**config.mk**
```make
export PLATFORM = sky130hd
export DESIGN_NAME = packer_scheduler
export DESIGN_NICKNAME = d
export VERILOG_FILES = /design/src/rtl/packer_scheduler_pkg.sv /design/src/rtl/packer_scheduler_rr_arbiter.sv /design/src/rtl/packer_scheduler.sv
export SDC_FILE = /design/constraint.sdc
export NUM_CORES = 1
export LEC_CHECK = 0
export CAP_MARGIN = 20
export CORE_MARGIN = 2
export CORE_UTILIZATION = 57
export CTS_BUF_LIST = sky130_fd_sc_hd__clkbuf_2
export DETAILED_ROUTE_END_ITERATION = 7
export PLACE_DENSITY = 0.92
export SETUP_SLACK_MARGIN = 0.02
export SLEW_MARGIN = 10
export SYNTH_ARGS = -nofsm -noshare
export SYNTH_HDL_FRONTEND = slang
export SYNTH_SLANG_ARGS = --single-unit
```
**constraint.sdc**
```tcl
create_clock -name clk -period 4.7 [get_ports clk]
set_clock_uncertainty 0.1 [all_clocks]
set_input_delay 0.705 -clock clk [delete_from_list [all_inputs] [get_ports clk]]
set_output_delay 0.705 -clock clk [all_outputs]
set_load 0.05 [all_outputs]
```
**src/rtl/packer_scheduler_pkg.sv**
```systemverilog
// Shared definitions for the packer scheduler: FSM encodings and the
// rotating first-set-bit search used by the round-robin arbiter.
package packer_scheduler_pkg;

  typedef enum logic [1:0] {
    ST_IDLE       = 2'd0,
    ST_WAIT_START = 2'd1,
    ST_WAIT_DONE  = 2'd2
  } sched_state_e;

  // Widest request vector the search helper can scan.
  localparam int unsigned RR_MAX_N = 64;

  // Index of the first set bit of req[n-1:0], scanning ptr+1 upward and
  // wrapping back around to ptr itself. Returns ptr when nothing is set;
  // callers qualify the result with |req.
  function automatic int unsigned rr_first(input logic [RR_MAX_N-1:0] req,
                                           input int unsigned         ptr,
                                           input int unsigned         n);
    int unsigned idx;
    logic        found;
    rr_first = ptr;
    found    = 1'b0;
    for (int unsigned off = 1; off <= RR_MAX_N; off++) begin
      if (off <= n) begin
        idx = ptr + off;
        if (idx >= n) idx = idx - n;
        if (!found && req[idx[5:0]]) begin
          rr_first = idx;
          found    = 1'b1;
        end
      end
    end
  endfunction

endpackage

```
**src/rtl/packer_scheduler_rr_arbiter.sv**
```systemverilog
// Combinational round-robin arbiter: the requester just after ptr has the
// highest priority, ptr itself the lowest. Shared by other resource
// controllers, so it carries no state of its own.
module rr_arbiter
  import packer_scheduler_pkg::*;
#(
  parameter int N = 8,
  parameter int W = $clog2(N)
) (
  input  logic [N-1:0] req,
  input  logic [W-1:0] ptr,
  output logic [N-1:0] gnt,
  output logic [W-1:0] idx,
  output logic         valid
);

  logic [RR_MAX_N-1:0] req_ext;
  int unsigned         pick;

  // Widen the request vector for the helper and decode its pick to one-hot.
  always_comb begin
    req_ext        = '0;
    req_ext[N-1:0] = req;
    pick           = rr_first(req_ext, 32'(ptr), 32'(N));
    valid          = |req;
    idx            = W'(pick);
    gnt            = '0;
    if (valid) gnt[idx] = 1'b1;
  end

endmodule

```
**src/rtl/packer_scheduler.sv**
```systemverilog
// Serializes forced-mode packer ports one at a time: latches per-port
// requests, grants round-robin with a one-cycle port_ready strobe, waits for
// the packer to finish, and aborts via a watchdog if it never does.
module packer_scheduler
  import packer_scheduler_pkg::*;
#(
  parameter  int NPORTS         = 8,
  parameter  int TIMEOUT_CYCLES = 64,
  localparam int PTR_W          = $clog2(NPORTS)
) (
  input  logic              clk,
  input  logic              reset,
  input  logic [NPORTS-1:0] req,
  input  logic              err_clr,
  input  logic              byte_ready,
  input  logic              data_packed,
  output logic [NPORTS-1:0] grant,
  output logic [NPORTS-1:0] done,
  output logic              busy,
  output logic [PTR_W-1:0]  cur_port,
  output logic [NPORTS-1:0] ovf_err,
  output logic              timeout_err
);

  localparam int CNT_W = $clog2(TIMEOUT_CYCLES + 1);
  // Counter value on the last cycle before the watchdog fires.
  localparam logic [CNT_W-1:0] CNT_LAST = CNT_W'(TIMEOUT_CYCLES - 1);

  sched_state_e      state_q, state_d;
  logic [NPORTS-1:0] pending_q, pending_d;
  logic [NPORTS-1:0] ovf_q, ovf_d;
  logic              timeout_q, timeout_d;
  logic [NPORTS-1:0] grant_q, grant_d;
  logic [NPORTS-1:0] done_q, done_d;
  logic              busy_q, busy_d;
  logic [PTR_W-1:0]  cur_q, cur_d;
  logic [PTR_W-1:0]  rr_q, rr_d;
  logic [CNT_W-1:0]  cnt_q, cnt_d;

  logic [NPORTS-1:0] arb_gnt;
  logic [PTR_W-1:0]  arb_idx;
  logic              arb_valid;
  logic [NPORTS-1:0] gnt_now;
  logic              timeout_set;

  rr_arbiter #(.N(NPORTS), .W(PTR_W)) u_arb (
    .req   (pending_q),
    .ptr   (rr_q),
    .gnt   (arb_gnt),
    .idx   (arb_idx),
    .valid (arb_valid)
  );

  // Next state, grant/done strobes and the watchdog counter.
  always_comb begin
    state_d     = state_q;
    grant_d     = '0;
    done_d      = '0;
    busy_d      = busy_q;
    cur_d       = cur_q;
    rr_d        = rr_q;
    cnt_d       = cnt_q;
    gnt_now     = '0;
    timeout_set = 1'b0;
    case (state_q)
      ST_IDLE: begin
        cnt_d = '0;
        if (arb_valid) begin
          gnt_now = arb_gnt;
          grant_d = arb_gnt;
          cur_d   = arb_idx;
          rr_d    = arb_idx;
          busy_d  = 1'b1;
          state_d = ST_WAIT_START;
        end
      end
      ST_WAIT_START: begin
        cnt_d = cnt_q + CNT_W'(1);
        if (cnt_q == CNT_LAST) begin
          timeout_set = 1'b1;
          busy_d      = 1'b0;
          cnt_d       = '0;
          state_d     = ST_IDLE;
        end else if (byte_ready) begin
          state_d = ST_WAIT_DONE;
        end
      end
      ST_WAIT_DONE: begin
        cnt_d = cnt_q + CNT_W'(1);
        // A completion landing on the final watchdog cycle still counts.
        if (data_packed) begin
          done_d[cur_q] = 1'b1;
          busy_d        = 1'b0;
          cnt_d         = '0;
          state_d       = ST_IDLE;
        end else if (cnt_q == CNT_LAST) begin
          timeout_set = 1'b1;
          busy_d      = 1'b0;
          cnt_d       = '0;
          state_d     = ST_IDLE;
        end
      end
      default: begin
        busy_d  = 1'b0;
        cnt_d   = '0;
        state_d = ST_IDLE;
      end
    endcase
  end

  // Request bookkeeping: a new request on the granted port re-arms it, and
  // sticky errors are set with priority over a same-cycle clear.
  always_comb begin
    pending_d = (pending_q & ~gnt_now) | req;
    ovf_d     = (err_clr ? '0 : ovf_q) | (req & pending_q & ~gnt_now);
    timeout_d = (err_clr ? 1'b0 : timeout_q) | timeout_set;
  end

  // State and output registers; reset drops all queued work.
  always_ff @(posedge clk or posedge reset) begin
    if (reset) begin
      state_q   <= ST_IDLE;
      pending_q <= '0;
      ovf_q     <= '0;
      timeout_q <= 1'b0;
      grant_q   <= '0;
      done_q    <= '0;
      busy_q    <= 1'b0;
      cur_q     <= '0;
      rr_q      <= PTR_W'(NPORTS - 1);
      cnt_q     <= '0;
    end else begin
      state_q   <= state_d;
      pending_q <= pending_d;
      ovf_q     <= ovf_d;
      timeout_q <= timeout_d;
      grant_q   <= grant_d;
      done_q    <= done_d;
      busy_q    <= busy_d;
      cur_q     <= cur_d;
      rr_q      <= rr_d;
      cnt_q     <= cnt_d;
    end
  end

  assign grant       = grant_q;
  assign done        = done_q;
  assign busy        = busy_q;
  assign cur_port    = cur_q;
  assign ovf_err     = ovf_q;
  assign timeout_err = timeout_q;

endmodule

```
After elaboration in Yosys (flattened, before gate mapping)
Index checks and enable logic that the tools add are counted.

storage, ports and cells
  bits in registers = 49
  input bits = 13
  output and inout port bits = 29
  word-level logic and storage cells = 145

cells by class
  add/sub/neg operators = 17
  order comparisons = 20
  equal/unequal tests = 6
  muxes and demuxes = 65
  bitwise logic cells = 7
  reduce and logical (&&, ||, !) cells = 20

operator list
  kind                                                  number
  >= comparator 32 x 4 -> 1 bit, second input constant  8
  < comparator 6 x 7 -> 1 bit, second input constant    8
  binary-select mux 1 bit (select 6 bit)                8
  2-to-1 mux 6 bit                                      8
  2-to-1 mux 8 bit                                      5
  subtractor 4 x 4 -> 5 bit, second input constant      7
  bitwise AND 8 bit                                     3
  2-to-1 mux 3 bit                                      8
  2-to-1 mux 1 bit                                      23
  adder 3 x 3 -> 4 bit, second input constant           4
  bitwise OR 8 bit                                      2
  2-to-1 mux 7 bit                                      2
  case mux 7 bit (2 select lines)                       1
  2-to-1 mux 2 bit                                      5
  logical AND 1 bit                                     9
  adder 3 x 2 -> 4 bit, second input constant           2
  < comparator 3 x 4 -> 1 bit, second input constant    2
  NOT 8 bit                                             1
  OR reduction 8 bit                                    1
  adder 7 x 1 -> 7 bit, second input constant           1
  equality test 7 x 6 -> 1 bit, second input constant   1
  zero test 1 bit                                       7
  demux 1 bit (select 3 bit)                            2
  >= comparator 3 x 1 -> 1 bit, second input constant   2
  14 further kinds                                      15

Longest topological paths before layout
  depth after elaboration = 36
  mapped depth = 13
  mapped depth without buffers = 11

Hierarchy
A second synthesis with hierarchy kept.

second synthesis, totals
  cell total of the unflattened synthesis = 288
  area total of the unflattened synthesis = 3,031.7 um^2

modules (own cells, without submodules)
  module            times used  cells an instance  area an instance (um^2)  seq. area each (um^2)
  packer_scheduler  1           155                1,904.3                  1,229.9
  rr_arbiter        1           133                1,127.3                  0.0

Worst setup path before layout
OpenSTA, ideal clock, no wires.

  kind = reg-to-reg
  from = reg rr_q[0]
  to = reg ovf_q[3] (netlist: ovf_err[3])
  arrival = 3.195 ns
  data required time = 4.455 ns
  path slack = 1.259 ns
  cell stages (with the launch flop) = 14
  path buffers = 4
  clock period less this slack = 3.441 ns
  path through = dfstp_2 -> buf_6 -> clkbuf_8 -> inv_1 -> ha_1 -> clkdlybuf4s18_2 -> mux4_2 -> mux2_2 -> and2_0 -> o2111a_1 -> a211oi_2 -> or2_4 -> buf_6 -> a41oi_1

between the ends
  cells in the longest elaborated chain, start to end = 36
  elaborated cells between the ends (all ways) = 87
  classes of those cells = add/sub (16); order compare (10); mux (43); bitwise (3); reduce/logical (15)

ends and longest elaborated chain
  item                                                                               line                               source
  start: declaration                                                                 packer_scheduler.sv:37             logic [PTR_W-1:0] rr_q, rr_d;
  start signal: assignment                                                           packer_scheduler.sv:130            rr_q <= PTR_W'(NPORTS - 1);
  start signal: assignment                                                           packer_scheduler.sv:141            rr_q <= rr_d;
  adder 3 x 1 -> 4 bit                                                               packer_scheduler_pkg.sv:26         idx = ptr + off;
  >= comparator 32 x 4 -> 1 bit / subtractor 4 x 4 -> 5 bit (equally long branches)  packer_scheduler_pkg.sv:27         if (idx >= n) idx = idx - n;
  2-to-1 mux 6 bit                                                                   packer_scheduler_pkg.sv:27
  binary-select mux 1 bit (select 6 bit)                                             packer_scheduler_pkg.sv:28         if (!found && req[idx[5:0]]) begin
  2-to-1 mux 1 bit (implied by the code)                                             packer_scheduler_pkg.sv:28
  2-to-1 mux 1 bit                                                                   packer_scheduler_pkg.sv:28
  zero test 1 bit                                                                    packer_scheduler_pkg.sv:28
  logical AND 1 bit                                                                  packer_scheduler_pkg.sv:28
  [21 not listed]                                                                    --
  2-to-1 mux 1 bit (implied by the code)                                             packer_scheduler_rr_arbiter.sv:28  if (valid) gnt[idx] = 1'b1;
  demux 1 bit (select 3 bit) *                                                       --
  2-to-1 mux 8 bit *                                                                 packer_scheduler.sv:68             if (arb_valid) begin
  2-to-1 mux 8 bit *                                                                 packer_scheduler.sv:65             case (state_q)
  NOT 8 bit *                                                                        packer_scheduler.sv:115            ovf_d = (err_clr ? '0 : ovf_q) | (req & pending_q & ~gnt_now);
  bitwise AND 8 bit *                                                                packer_scheduler.sv:115
  bitwise OR 8 bit *                                                                 packer_scheduler.sv:115
  named net ovf_d[3]                                                                 packer_scheduler.sv:31             logic [NPORTS-1:0] ovf_q, ovf_d;
  end signal: assignment                                                             packer_scheduler.sv:135            ovf_q <= ovf_d;
  end: declaration                                                                   packer_scheduler.sv:31

Mark *: on every way through the listed nets, which the timed path passes. The rest lies on a longest branch. The select of a mux whose other input is x is not followed.
A chain may end at the register's enable or synchronous reset.

Final worst setup path
  from = reg rr_q[0]
  to = reg ovf_q[5] (netlist: ovf_err[5])

Same word-level chain as after synthesis.

==> impl_metrics.csv <==
group,metric,value,unit
min_path,min_delay_path_depth,1,
synth,synth_edf_count,0,
clocking,clk_path_buf_depth,2,
grt,antenna_found_initial,0,
synth,synth_xor_area_share,2.79,%
setup_path,critPathCaptureType,"register",
timing,finalHoldViolCount,0,
grt,grtUsageTotal,27.7,%
timing,setup_violations,0,
grt,use_met3,4.77,%
synth,ys_seq_elements,49,
floorplanning,dieArea,6200,µm²
clocking,clk_pin_slew,0.25,ns
run_status,status,"complete, no violations",
synth,synthAdderAreaFrac,4.72,%
clocking,clock-sinks,49,
min_path,hold_path.class,"reg -> reg",
clocking,cts_resized,0,
timing,fin_crit,4.21,ns
floorplanning,start_util,58.5,%
min_path,hp-start,"cnt_q[0]$_DFF_PP0_",
synth,synthMuxAreaShare,15.1,%
synth,seq_area_frac_synth,38.6,%
drt,drc,0,
clocking,cts_tree,"yes",
power_and_ir_drop,p_leak,1.46,nW
setup_path,cp.arrival,4.43,ns
timing,slew_violations,0,
synth,synthCells,307,
clocking,cts_made_buffers,5,
clocking,cts.root.buffer_cell,"clkbuf_2",
timing,clock.fmax,0.237,GHz
grt,grt_start_max_net_pins,50,
setup_path,critPathLaunchType,"register",
clocking,cts_htree_levels,2,
synth,yosysWarningCount,0,
finish,layout_common_cells,"dfrtp_1 (46), clkdlybuf4s50_1 (41), nor2_1 (32)",
setup_path,reg2reg_depth,9,
synth,syn_area,3180,µm²
drt,vias,2816,
setup_path,worst-r2r-setup-slack,0.49,ns
drt,drtIter0Drc,331,
synth,synth_cell_types,56,
drt,wirelength,8340,µm
floorplanning,core,5440,µm²
timing,rsz0062_at_grt,"false",
synth,synth-simple-area-share,17.4,%
power_and_ir_drop,ir_worst_vdd,0.497,mV
synth,avgSynthCellArea,10.4,µm²
grt,grt_first_pass_wirelength,13400,µm
drt,drt-wirelength-per-cell,20.1,µm
finish,antenna_cells,0,
synth,synth_ff_type,"dfrtp_1",
timing,worst_slew_pin_slew,0.750,ns
finish,syn_to_final_growth,15.0,%
timing,fin_tns_setup,0,ns
finish,fin_util,67.3,%
grt,busiest_layer,"met2",
drt,ant_nets,0,
drt,via_per_inst,6.79,
finish,drive_above_1_share,14.0,%
placed_design,dp_hpwl,5660,µm
grt,grt_overflow,0,
finish,final_common_cell,"dfrtp_1",
job,cap_violations,0,
clocking,clkLatencyLatePin,0.47,ns
synth,synth_fp_nets,332,
setup_path,r2r-start,"rr_q[0]$_DFFE_PP1P_",
power_and_ir_drop,p_per_area,759,nW/µm²
placed_design,gp_congestion,0.958,
timing,period_share,89.7,%
setup_path,worst-setup-path-type,"reg -> reg",
drt,drt_first_pass_iters,7,
setup_path,regToRegEndpoint,"ovf_err[5]$_DFF_PP0_",
grt,use_met1,35.4,%
clocking,postCtsSetupBuffers,0,
floorplanning,io_pins,42,
grt,grt_pass1_vias,2762,
timing,timing.max_slew.rel_slack,50.0,%
floorplanning,die_w,78.7,µm
grt,grtUsageMet2,45.8,%
floorplanning,die-height,78.7,µm
synth,synth_top_family_by_area,"simple AND/OR/NAND/NOR gates",
synth,async_flop_share,100,%
floorplanning,num_rows,27,
synth,synth_compound_area_share,15.6,%
placed_design,io_buffer_count,41,
setup_path,critPathRequiredTime,4.92,ns
min_path,min_to,"cnt_q[0]$_DFF_PP0_",
finish,final_cells,415,
placed_design,dp.cells,406,
setup_path,crit_fanout,20,
finish,nets,367,
clocking,ctsHoldBuffers,0,
==> sequential cells by signal, indices dropped and copies added, names as in the netlist <==
| name | count |
|---|---|
| busy | 1 |
| timeout_err | 1 |
| rr_q | 3 |
| cur_port | 3 |
| state_q | 2 |
| grant | 8 |
| cnt_q | 7 |
| ovf_err | 8 |
| pending_q | 8 |
| done | 8 |
==> cells by family (layout without fill, tap and decap cells) <==
kind of cell | count (synthesis) | in the layout
simple gates | 115 | 115
compound gates | 66 | 66
flops | 49 | 49
buf+inv | 30 | 66
mux | 27 | 27
fa+ha+maj | 12 | 12
xor+xnor | 8 | 8
==> cell usage after synthesis, types with 4 or more instances <==
| library cell | n | area (µm²) |
|---|---|---|
| xnor2_1 | 5 | 43.8 |
| nand2b_1 | 4 | 25.0 |
| nor2_1 | 32 | 120 |
| dfrtp_1 | 46 | 1150 |
| mux4_2 | 9 | 203 |
| mux4_1 | 4 | 105 |
| buf_4 | 4 | 30.0 |
| nand3_1 | 9 | 45.0 |
| a21oi_1 | 18 | 90.1 |
| a22oi_1 | 5 | 37.5 |
| nand2_1 | 28 | 105 |
| inv_1 | 15 | 56.3 |
| o21ai_0 | 8 | 40.0 |
| ha_1 | 12 | 150 |
| a31oi_1 | 6 | 37.5 |
| nor3_1 | 16 | 80.1 |
| mux2i_1 | 5 | 50.1 |
| mux2_2 | 7 | 78.8 |
| nor2b_1 | 4 | 25.0 |
| a41oi_1 | 7 | 61.3 |
==> stage by stage <==
step           total power [mW]  hold slack [ns]  area (µm²)  setup WS [ns]
5_1_grt                    2.92            0.436        3660          0.265
3_3_place_gp               2.41            0.349        3560          0.774
6_report                   2.78            0.409        3660          0.485
4_1_cts                    2.73            0.414        3630          0.595
2_1_floorplan              2.13            0.331        3180           1.26
3_5_place_dp               2.49            0.384        3560          0.663
==> worst max-delay path by stage <==
stage,slack (ns),depth (start not counted),to,startpoint
floorplan,1.26,13,ovf_err[3]$_DFF_PP0_,rr_q[0]$_DFFE_PP1P_
global placement,0.77,9,ovf_err[1]$_DFF_PP0_,rr_q[0]$_DFFE_PP1P_
detailed placement,0.66,9,ovf_err[5]$_DFF_PP0_,rr_q[0]$_DFFE_PP1P_
CTS,0.60,9,ovf_err[5]$_DFF_PP0_,rr_q[0]$_DFFE_PP1P_
global route,0.27,9,ovf_err[5]$_DFF_PP0_,rr_q[0]$_DFFE_PP1P_
finish,0.49,9,ovf_err[5]$_DFF_PP0_,rr_q[0]$_DFFE_PP1P_
==> report_power, final <==
group          internal (mW)  switching [mW]
clock                 0.0942           0.145
combinational          0.634            1.21
sequential             0.535           0.161
total                   1.26            1.52
==> cell type report <==
cell class,instances,area (µm²)
Tap cell,72,90.1
Inverter,16,60.1
Clock buffer,6,30.0
Sequential cell,49,1230
Multi-Input combinational cell,228,1770
Timing Repair Buffer,42,438
Clock inverter,2,38.8
Fill cell,375,1780
==> critical path: stages, from the launching register on <==
cell and delay [ns]:
dfstp_2 0.91, inv_1 0.24, ha_1 0.56, mux4_2 0.47, mux2_2 0.35, nor3_2 0.30, a32oi_1 0.18, a311o_1 0.38
nand2_1 0.38, a41oi_1 0.22
==> routing by layer <==
metal  wire, µm  part of all wire [%]
met5          0                     0
met4        374                   4.5
met3        736                   8.8
met2       3980                    48
met1       3250                    39
Note: power is estimated with default switching activity, not from simulation.
==> patch (same settings) <==
Change the parameter `NPORTS` from 8 to 16.
--- a/src/rtl/packer_scheduler.sv
+++ b/src/rtl/packer_scheduler.sv
@@ -5,5 +5,5 @@
   import packer_scheduler_pkg::*;
 #(
-  parameter  int NPORTS         = 8,
+  parameter  int NPORTS         = 16,
   parameter  int TIMEOUT_CYCLES = 64,
   localparam int PTR_W          = $clog2(NPORTS)
Interface: changed (5 resized); port bits go from 42 to 75. The function was not compared with the original's and may differ.
==> patch against the unedited design <==
Synthesized cell count rose by 88%. Highest routed layer unchanged. Sequential share of layout area fell by 5.6 points. Design area rose by 100%. Die area rose by 83%. Critical path type unchanged. Routed wire length rose by 130%. Non-clock buffer count rose by 103. Area after synthesis rose by 88%. Core utilization rose by 5.1 points. Sequential cell count rose by 34. Worst setup slack got worse by 0.47 ns. Final cell count rose by 100%.
Power is not shown: default switching activity piles up to over one toggle a cycle in this logic, so the estimate is an artifact.
==> patch: results (changes against the unedited design) <==
[global_routing]
grt_max_degree = 55  ; was 50
groute.usage.overall_pct = 33.32  ; was 27.70%
grt_pass1_wl_um = 29240  ; was 13410 um

[worst_setup_path]
crit-reg2reg-capture = ovf_err[12]  ; was ovf_err[5]
path_max_fanout = 19  ; was 20
max_stage_delay_ns = 0.63  ; was 0.91 ns
r2r_cells = 16  ; was 9
r2r_slack_ns = 0.02  ; was 0.49 ns

[logic_synthesis]
yosys-top-cells-count = dfrtp_1, nor2_1, nand2_1  ; unchanged
synth_xor_area_share_pct = 2.342  ; was 2.791%
synth_compound_area_share_pct = 16.77  ; was 15.64%
yosysSeqAreaShare_pct = 34.80  ; was 38.64%
synth_fa_ha_area_share_pct = 3.137  ; was 4.717%
muxShareOfSynthArea_pct = 22.56  ; was 15.13%
synth.distinct_cells = 79  ; was 56
synth_fp_nets = 614  ; was 332
synth.area.top_cells = dfrtp_1, mux4_2, mux2i_1  ; was dfrtp_1, mux4_2, ha_1

[drt]
vias = 5526  ; was 2816
wirelength_um = 18880  ; was 8339 um
drt-initial-drc-count = 484  ; was 331

[timing]
tightest_slew_ns = 0.8931  ; was 0.7503 ns
setup_viol = 0  ; unchanged
fin_crit_sh_pct = 99.60  ; was 89.67%

[cts]
clk_latency_ns = 0.53  ; was 0.47 ns
cts_buffers = 9  ; was 5
htree_levels = 3  ; was 2
cts.clk_slew.worst_paths_ns = 0.23  ; was 0.25 ns

[status]
status = completed  ; unchanged

[finish]
fill_cells = 682  ; was 375
drive_gt1_share_pct = 25.32  ; was 13.99%
nets = 731  ; was 367

[placed_design]
port_buffers = 74  ; was 41
pre_cts_slack_ns = 0.03759  ; was 0.6632 ns
hpwl_um = 13490  ; was 5661 um

[patch: changes by cell type after synthesis, sizes merged, moves of 14 or more]
cell    before  now
dfrtp       46   79
clkbuf       6   20
mux2         7   26
mux4        13   30
o21ai        8   23
nor2        34   56
mux2i        7   34
[patch: layer usage]
metal / GRT usage, % / wire (um) / vias up
met5: 0 / 0 / -
met4: 17.53 / 1140 / 0
met1: 41.55 / 7081 / 2691
met3: 5.457 / 1472 / 96
met2: 55.82 / 9187 / 357
li1: - / - / 2382
[patch: final cells by class]
class / instances / area share [%]
well taps: 136 / 2.286
flip-flops and latches: 83 / 27.97
clock inverters: 6 / 0.8739
clock buffers: 9 / 0.6050
inverters: 27 / 1.378
repair buffers: 145 / 17.90
multi-input cells: 429 / 48.99
[patch: timing repair]
action / 4_1_cts / 5_1_grt
pin swaps: 1 / 3
endpoints found under the setup margin: 2 / 29
gates cloned: 0 / 1
setup buffers: 2 / 1
hold buffers: 0 / 0
gates resized for setup: 6 / 12
[patch: per-stage QoR]
stage	cells	instance area, um^2	hold WS (ns)
floorplan	578	5989	0.3532
global placement	816	7209	0.3695
detailed placement	816	7209	0.3923
CTS	833	7366	0.4232
global route	835	7445	0.4523
finish	835	7445	0.4220
[patch: worst max path at each step]
stage / endpoint / startpoint / cells after the start
2_1_floorplan: ovf_err[6] / rr_q[1] / 14
4_1_cts: ovf_err[12] / rr_q[0] / 16
6_report: ovf_err[12] / rr_q[0] / 16
3_3_place_gp: ovf_err[12] / rr_q[0] / 14
5_1_grt: ovf_err[12] / rr_q[1] / 16
3_5_place_dp: ovf_err[12] / rr_q[0] / 14
[patch: worst reg2reg max path, delay by kind of cell, from the launching register on]
| family | cells | cell delay [ns] |
|---|---|---|
| buffers and inverters | 5 | 0.96 |
| AND/OR/NAND/NOR | 4 | 0.85 |
| multiplexers | 3 | 0.73 |
| AO/OA/AOI/OAI | 2 | 0.67 |
| flip-flops | 1 | 0.63 |
| XOR/XNOR | 1 | 0.35 |
| adder cells (fa/ha/maj) | 1 | 0.26 |
[patch: kinds of logic (layout without fill, tap and decap cells)]
logic type	after synthesis	in the layout
AOI/OAI and AO/OA	133	133
xor gates and xnor gates	16	16
adders and majority gates	15	15
buffers and inverters	66	187
DFF	83	83
muxes	90	90
and+or+nand+nor	175	175
